## config.mk

```make
export PLATFORM = sky130hd
export DESIGN_NAME = mult_iter_32_flat
export DESIGN_NICKNAME = d
export VERILOG_FILES = /design/src/rtl/mult_iter_32_if.sv /design/src/rtl/mult_iter_32.sv /design/src/flat_wrapper.sv
export SDC_FILE = /design/constraint.sdc
export NUM_CORES = 1
export LEC_CHECK = 0
export BUFFER_PORTS_ARGS = -buffer_cell sky130_fd_sc_hd__buf_2
export CORE_UTILIZATION = 55
export DETAILED_ROUTE_END_ITERATION = 10
export GPL_ROUTABILITY_DRIVEN = 0
export GPL_TIMING_DRIVEN = 0
export PLACE_DENSITY = 0.75
export SYNTH_ARGS = -nofsm -noshare
export SYNTH_HDL_FRONTEND = slang
export SYNTH_SLANG_ARGS = --single-unit
```

## constraint.sdc

```tcl
create_clock -name clk -period 4 [get_ports clk]
set_clock_uncertainty 0.05 [all_clocks]
set_input_delay 0.8 -clock clk [delete_from_list [all_inputs] [get_ports clk]]
set_output_delay 0.8 -clock clk [all_outputs]
set_load 0.01 [all_outputs]
```

## src/rtl/mult_iter_32_if.sv

```systemverilog
// rtl/mult_iter_32_if.sv - start/busy/done handshake and operand/result bus for mult_iter_32
//
// Purpose: groups the multiply request and result signals between the
// pipeline (master) and the iterative multiplier (slave).
// Signals:
//   start      master->slave  request a multiply
//   is_signed  master->slave  1 = mult, 0 = multu
//   a, b       master->slave  32-bit multiplicand / multiplier
//   busy       slave->master  operation in progress
//   done       slave->master  one-cycle pulse, hi/lo just became valid
//   hi, lo     slave->master  product bits [63:32] / [31:0]
interface mult_iter_32_if;
  logic        start;
  logic        is_signed;
  logic [31:0] a;
  logic [31:0] b;
  logic        busy;
  logic        done;
  logic [31:0] hi;
  logic [31:0] lo;

  modport master (
    output start, is_signed, a, b,
    input  busy, done, hi, lo
  );

  modport slave (
    input  start, is_signed, a, b,
    output busy, done, hi, lo
  );
endinterface

```

## src/rtl/mult_iter_32.sv

```systemverilog
// rtl/mult_iter_32.sv - iterative 32x32->64 shift-add multiplier writing HI/LO
//
// Purpose: MIPS mult/multu unit. One partial-product accumulation per cycle
// through the fa_32 carry-select adder; fixed 34-cycle start-to-done latency
// (1 accept cycle, 32 RUN cycles, 1 FIX cycle).
// Optional feature macro: MULT_SIGNED_EN
//   defined   - is_signed honoured: magnitudes taken at start, product
//               negated in FIX when the operand signs differ.
//   undefined - every operation is unsigned; FIX copies the accumulator.
// Modules:
//   fa_32         32-bit carry-select adder (x + y + cin -> sum, cout)
//   mult_iter_32  ports: clk, rst_n (async active-low), bus (mult_iter_32_if.slave)

module fa_32 (
  input  logic [31:0] x,
  input  logic [31:0] y,
  input  logic        cin,
  output logic [31:0] sum,
  output logic        cout
);
  logic [16:0] lo_sum;
  logic [16:0] hi_sum0;
  logic [16:0] hi_sum1;

  // Low half ripples; high half is precomputed for both possible carries
  // and selected by the low-half carry-out.
  assign lo_sum  = {1'b0, x[15:0]} + {1'b0, y[15:0]} + {16'd0, cin};
  assign hi_sum0 = {1'b0, x[31:16]} + {1'b0, y[31:16]};
  assign hi_sum1 = {1'b0, x[31:16]} + {1'b0, y[31:16]} + 17'd1;

  assign sum[15:0]  = lo_sum[15:0];
  assign sum[31:16] = lo_sum[16] ? hi_sum1[15:0] : hi_sum0[15:0];
  assign cout       = lo_sum[16] ? hi_sum1[16]   : hi_sum0[16];
endmodule

module mult_iter_32 (
  input  logic            clk,
  input  logic            rst_n,
  mult_iter_32_if.slave   bus
);
  typedef enum logic [1:0] {
    IDLE = 2'd0,
    RUN  = 2'd1,
    FIX  = 2'd2
  } state_t;

  state_t      state;
  logic [4:0]  count;
  logic [31:0] mcand;
  logic [31:0] mplier;
  logic [31:0] acc_hi;
  logic [31:0] acc_lo;
  logic        busy_q;
  logic        done_q;
  logic [31:0] hi_q;
  logic [31:0] lo_q;

  logic [31:0] addend;
  logic [31:0] fa_sum;
  logic        fa_cout;
  logic [31:0] a_in;
  logic [31:0] b_in;
  logic [63:0] fix_prod;

  assign addend = mplier[0] ? mcand : 32'd0;

  fa_32 u_fa (
    .x    (acc_hi),
    .y    (addend),
    .cin  (1'b0),
    .sum  (fa_sum),
    .cout (fa_cout)
  );

`ifdef MULT_SIGNED_EN
  logic neg;
  logic neg_in;

  // 0x80000000 negates to itself, which is the correct unsigned magnitude.
  assign a_in     = (bus.is_signed && bus.a[31]) ? (~bus.a + 32'd1) : bus.a;
  assign b_in     = (bus.is_signed && bus.b[31]) ? (~bus.b + 32'd1) : bus.b;
  assign neg_in   = bus.is_signed & (bus.a[31] ^ bus.b[31]);
  assign fix_prod = neg ? (~{acc_hi, acc_lo} + 64'd1) : {acc_hi, acc_lo};

  always_ff @(posedge clk or negedge rst_n) begin
    if (!rst_n) begin
      neg <= 1'b0;
    end else if (state == IDLE && bus.start) begin
      neg <= neg_in;
    end
  end
`else
  logic unused_is_signed;

  assign unused_is_signed = bus.is_signed;
  assign a_in             = bus.a;
  assign b_in             = bus.b;
  assign fix_prod         = {acc_hi, acc_lo};
`endif

  always_ff @(posedge clk or negedge rst_n) begin
    if (!rst_n) begin
      state  <= IDLE;
      count  <= 5'd0;
      mcand  <= 32'd0;
      mplier <= 32'd0;
      acc_hi <= 32'd0;
      acc_lo <= 32'd0;
      busy_q <= 1'b0;
      done_q <= 1'b0;
      hi_q   <= 32'd0;
      lo_q   <= 32'd0;
    end else begin
      done_q <= 1'b0;
      case (state)
        IDLE: begin
          if (bus.start) begin
            mcand  <= a_in;
            mplier <= b_in;
            acc_hi <= 32'd0;
            acc_lo <= 32'd0;
            count  <= 5'd0;
            busy_q <= 1'b1;
            state  <= RUN;
          end
        end
        RUN: begin
          // {cout, sum, acc_lo} >> 1: the bit falling out of sum enters the
          // low accumulator word from the top.
          acc_hi <= {fa_cout, fa_sum[31:1]};
          acc_lo <= {fa_sum[0], acc_lo[31:1]};
          mplier <= {1'b0, mplier[31:1]};
          count  <= count + 5'd1;
          if (count == 5'd31) begin
            state <= FIX;
          end
        end
        FIX: begin
          hi_q   <= fix_prod[63:32];
          lo_q   <= fix_prod[31:0];
          done_q <= 1'b1;
          busy_q <= 1'b0;
          state  <= IDLE;
        end
        default: begin
          busy_q <= 1'b0;
          state  <= IDLE;
        end
      endcase
    end
  end

  assign bus.busy = busy_q;
  assign bus.done = done_q;
  assign bus.hi   = hi_q;
  assign bus.lo   = lo_q;
endmodule

```

## src/flat_wrapper.sv

```systemverilog
// flat-port wrapper written by rule: the top's interface ports become plain ports
module mult_iter_32_flat 
  (clk, rst_n, bus_start, bus_is_signed, bus_a, bus_b, bus_busy, bus_done, bus_hi, bus_lo);
  mult_iter_32_if bus_i ();
  input  logic clk;
  input  logic rst_n;
  input wire logic [$bits(bus_i.start)-1:0] bus_start;
  input wire logic [$bits(bus_i.is_signed)-1:0] bus_is_signed;
  input wire logic [$bits(bus_i.a)-1:0] bus_a;
  input wire logic [$bits(bus_i.b)-1:0] bus_b;
  output wire logic [$bits(bus_i.busy)-1:0] bus_busy;
  output wire logic [$bits(bus_i.done)-1:0] bus_done;
  output wire logic [$bits(bus_i.hi)-1:0] bus_hi;
  output wire logic [$bits(bus_i.lo)-1:0] bus_lo;
  assign bus_i.start = bus_start;
  assign bus_i.is_signed = bus_is_signed;
  assign bus_i.a = bus_a;
  assign bus_i.b = bus_b;
  assign bus_busy = bus_i.busy;
  assign bus_done = bus_i.done;
  assign bus_hi = bus_i.hi;
  assign bus_lo = bus_i.lo;
  mult_iter_32 u_core (.clk(clk), .rst_n(rst_n), .bus(bus_i));
endmodule
```

Yosys cells after proc, flatten, opt, wreduce, memory -nomap -nowiden
Index checks and enable logic that the tools add are counted.

operators by class
  bitwise gates (word level) = 1
  add/sub/neg operators = 4
  equal/unequal tests = 5
  reductions and logical operators = 6
  mux-type cells = 16

operators by type and width
  operator                                       count
  case mux 32 bit (2 select lines)               3
  2-to-1 mux 32 bit                              3
  adder 16 x 16 -> 17 bit                        2
  adder 17 x 1 -> 17 bit, second input constant  1
  2-to-1 mux 16 bit                              1
  case mux 5 bit (2 select lines)                1
  AND reduction 2 bit                            4
  adder 5 x 1 -> 5 bit, second input constant    1
  == test 5 bit, second input constant           1
  2-to-1 mux 5 bit                               1
  2-to-1 mux 2 bit                               2
  case mux 2 bit (2 select lines)                1
  2-to-1 mux 1 bit                               3
  == test 2 x 1 -> 1 bit, second input constant  1
  == test 2 bit, second input constant           1
  zero test 2 bit                                1
  != test 2 x 1 -> 1 bit, second input constant  1
  != test 2 bit, second input constant           1
  case mux 1 bit (2 select lines)                1
  nonzero test 2 bit                             1
  inverter 1 bit                                 1

word-level totals
  input port bits = 68
  output and inout port bits = 66
  register bits after elaboration = 201

Longest topological paths before layout
  word-level depth = 5
  mapped depth = 12
  depth with buffers taken out = 11

Modules after synthesis
A second synthesis with hierarchy kept.

second synthesis, totals
  cell total of the unflattened synthesis = 1,008
  area total of the unflattened synthesis = 9,880.7 um^2

modules (own cells, without submodules)
  module        instances  area each (um^2)  cells each
  mult_iter_32  1          8,016.4           760
  fa_32         1          1,864.3           248

Least setup slack after synthesis
No wires, ideal clock.

  path type = reg-to-reg
  start point = register u_core.mplier[0]
  end point = register u_core.acc_hi[31]
  slack = 0.354 ns
  arrival = 3.474 ns
  period minus slack after synthesis = 3.646 ns
  stages on the path, launching flop included = 11
  setup time = 0.122 ns
  cell sequence = dfrtp_1 and2_1 ha_1 fa_1 xor2_1 or3b_1 a2111o_1 a2111oi_4 o2111ai_2 or4_1 a32o_1

on the way
  longest elaborated chain between the ends = 5

ends and longest elaborated chain
  element                               line                                    source
  start, declared                       mult_iter_32.sv:50                      logic [31:0] mplier;
  start signal, assigned                mult_iter_32.sv:119                     mplier <= b_in;
  start signal, assigned                mult_iter_32.sv:132                     mplier <= {1'b0, mplier[31:1]};
  2-to-1 mux 32 bit (*)                 mult_iter_32.sv:65                      assign addend = mplier[0] ? mcand : 32'd0;
  adder 16 x 16 -> 17 bit               mult_iter_32.sv:28, mult_iter_32.sv:29
  adder 17 x 1 -> 17 bit                mult_iter_32.sv:29                      assign hi_sum1 = {1'b0, x[31:16]} + {1'b0, y[31:16]} + 17'd1;
  2-to-1 mux 1 bit (*)                  mult_iter_32.sv:33                      assign cout = lo_sum[16] ? hi_sum1[16] : hi_sum0[16];
  case mux 32 bit (2 select lines) (*)  mult_iter_32.sv:115                     case (state)
  end signal, assigned                  mult_iter_32.sv:130                     acc_hi <= {fa_cout, fa_sum[31:1]};
  end, declared                         mult_iter_32.sv:51                      logic [31:0] acc_hi;

Every way passes the cells marked *; elsewhere a longest branch is shown, timed or not.
A chain may end at the register's enable or synchronous reset.

Worst setup path in the final report
Same ends and word-level chain as after synthesis.

==> results.cfg <==
[timing]
slew_headroom_pct = 35.55
worst_pin_slew_ns = 0.9625
finalCriticalPeriod_ns = 3.855
finalHoldViolations = 0
max_freq_mhz = 259.4
finalCritPeriodShare_pct = 96.38
whs_ns = 0.1943
slew_viol_final = 0
rsz0062_at_grt = false
finalSetupViolations = 0
final.setup.worst_slack_ns = 0.1446

[cts]
cts_buffers = 22
cts-root-buf = clkbuf_16
h-tree-depth = 1
holdBufCountCts = 0
clkTransAtPathRegs_ns = 0.06
clock_sinks = 201
clk-insertion-delay-late_ns = 0.50
cts_tree = yes
clockBufferDepth = 3

[synthesis]
yosys.area_share.simple_pct = 26.33
synth.area.mux_share_pct = 0.4206
synthesis.area_um2 = 9817
synth_top_area_share_pct = 51.24
synth_top_cells_by_count = nand2_1 (391), dfrtp_1 (201), nor2_1 (86), nand3_1 (65), clkbuf_1 (56)
async_flop_share_pct = 100.0
ys_seq_elements = 201
synthAdderAreaFrac_pct = 4.869
synth_edf_count = 0
avgSynthCellArea_um2 = 8.649
synth_compound_area_share_pct = 10.72
synth.area.top_cells = dfrtp_1 (51%), nand2_1 (15%), ha_1 (4.5%), nand3_1 (3.3%), nor2_1 (3.3%)
synthesis.nets = 1240
synth_cells = 1135
ys_seq_area_share_pct = 51.24
synth_most_common_cell = nand2_1
yosys_warnings = 0
synth_largest_area_cell = dfrtp_1
yosys.area_share.xor_xnor_pct = 3.658
synth_top_family_by_area = simple AND/OR/NAND/NOR gates
ys.flop_type = dfrtp_1
yosys.cell_types.count = 55

[global_route]
met3_usage_pct = 3.554
use_met1_pct = 36.46
antenna_found_initial = 0
gr-usage-all-layers_pct = 26.23
gr-max-usage-layer = met2
met2_usage_pct = 43.25
grt_pass1_wl_um = 38580
first_global_vias = 7986
grt_max_degree = 124
grt_remaining_overflow = 0

[floorplan]
dieWidth_um = 135.6
ios = 134
coreArea_um2 = 17360
start_util_pct = 56.56
die_y_um = 135.6
rows = 48
fp.dieArea_um2 = 18390

[routing]
drtIter0Drc = 557
drc = 0
vias = 8347
drt_pre_antenna_iters = 5
drtAntennaViolNets = 0
wl_per_cell_um = 15.26
viasPerCell = 5.445
routed_wl_um = 23400

[setup_path]
r2r_start = u_core.mplier[0]$_DFFE_PN0P_
worst-r2r-cell-count = 11
crit_required_ns = 4.34
critPathLaunchType = flop
critPathKind = flop to flop
setup.worst_path.end_class = flop
arrival_ns = 4.20
r2r_end = u_core.acc_hi[31]$_DFFE_PN0P_
cp_max_fo = 10
rrSetupSlack_ns = 0.14

[placed_design]
place_ws_ns = -0.1098
io_buffers = 132
dp.cells = 1493
dp_hpwl_um = 16470

[hold_path]
holdCritPathClass = input port to async pin

[final_layout]
finalNonFillerCells = 1533
finalNetCount = 1401
diodes = 0
synthToLayoutAreaGrowth_pct = 18.26
drive_above_1_share_pct = 13.99

[power_and_ir_drop]
vdd_drop_max_uv = 378.0
powerDensity_nw_per_um2 = 882.4
total_leakage_power_nw = 5.501

[run_status]
status = completed

[flow_run]
maxCapViolations = 0
[registers in the layout (all words and copies together) (netlist names)]
name / count
u_core.acc_lo: 32
u_core.mcand: 32
u_core.bus.busy: 1
u_core.acc_hi: 32
u_core.bus.done: 1
u_core.mplier: 32
u_core.count: 5
u_core.bus.hi: 32
u_core.bus.lo: 32
u_core.state: 2
[worst max-delay path, cell delays in order (launching register included)]
cell and delay (ns):
dfrtp_2 0.45, clkbuf_2 0.19, and2_1 0.16, ha_1 0.34, o21ai_0 0.14, o21ai_0 0.27, nand3_1 0.22, a2111o_1 0.49
a2111oi_4 0.43, o2111ai_2 0.22, or4_1 0.51, a32o_1 0.26
[cells by family (layout without fill, tap and decap cells)]
kind of cell / count (synthesis) / after routing
multiplexers: 4 / 4
XOR/XNOR: 41 / 41
AO/OA/AOI/OAI: 164 / 164
adder cells (fa/ha/maj): 37 / 37
flip-flops: 201 / 201
buffers and inverters: 72 / 245
AND/OR/NAND/NOR: 616 / 616
[repair_timing]
item                                    CTS  global route
pin swaps                                 0             5
setup buffers                             0             4
resized for setup                         3            12
endpoints found under the setup margin    1             1
[cells in the final DEF, fill, tap and decap left out, types with 3 or more instances in the layout]
cell / n
and2_1: 39
o22ai_1: 31
clkbuf_1: 60
and3_1: 4
nand3b_1: 3
xor2_1: 18
nor2_1: 86
nor3_1: 7
xnor2_1: 21
a21o_1: 8
nand3_1: 65
a211oi_1: 5
ha_1: 35
mux2i_1: 3
clkbuf_8: 3
o21ai_0: 39
nand2_1: 391
dfrtp_1: 200
o21ai_1: 11
buf_4: 4
clkbuf_16: 22
bufinv_16: 3
o211ai_1: 7
nand2b_1: 7
inv_1: 13
buf_2: 133
a21oi_1: 28
a31oi_1: 6
o21a_1: 5
[routing by layer]
metal,vias to the layer above,wire length (µm)
li1,4099,-
met1,3978,10810
met2,230,10930
met3,40,1204
met4,0,444
met5,-,0
[worst max path at each step]
stage	start	end	cells past startpoint
2_1_floorplan	u_core.mplier[0]$_DFFE_PN0P_	u_core.acc_hi[31]$_DFFE_PN0P_	10
3_3_place_gp	rst_n	u_core.bus.hi[19]$_DFFE_PN0P_	1
3_5_place_dp	u_core.mplier[0]$_DFFE_PN0P_	u_core.acc_hi[31]$_DFFE_PN0P_	11
4_1_cts	u_core.mplier[0]$_DFFE_PN0P_	u_core.acc_hi[31]$_DFFE_PN0P_	10
5_1_grt	u_core.mplier[0]$_DFFE_PN0P_	u_core.acc_hi[31]$_DFFE_PN0P_	11
6_report	u_core.mplier[0]$_DFFE_PN0P_	u_core.acc_hi[31]$_DFFE_PN0P_	11
[report_power, final]
part | switching [W] | internal [W] | leakage [nW] | total, W
clock network | 0.000792 | 0.00126 | 0.353 | 0.00205
registers | 0.000526 | 0.00283 | 2.25 | 0.00335
logic | 0.00289 | 0.00195 | 2.90 | 0.00484
total | 0.00421 | 0.00604 | 5.50 | 0.0102
[per-stage QoR]
stage               cell area (µm²)  total power (W)  setup TNS [ns]  utilization [%]
floorplan                      9817         0.006826               0                -
global placement              10760         0.007849         -245.57            61.99
detailed placement            10800         0.008005         -0.1098            62.23
CTS                           11540          0.01013               0            66.50
global route                  11610          0.01106               0            66.89
finish                        11610          0.01024               0            66.89
[layout make-up]
type                            instances  area, µm²
Sequential cell                       201       5031
Timing Repair Buffer                  137      728.2
Inverter                               13      48.80
Buffer                                 59      225.2
Clock inverter                          5      111.4
Tap cell                              225      281.5
Multi-Input combinational cell        862       4569
Fill cell                            1447       5747
Clock buffer                           31      614.3
(Power assumes the default switching activity.)
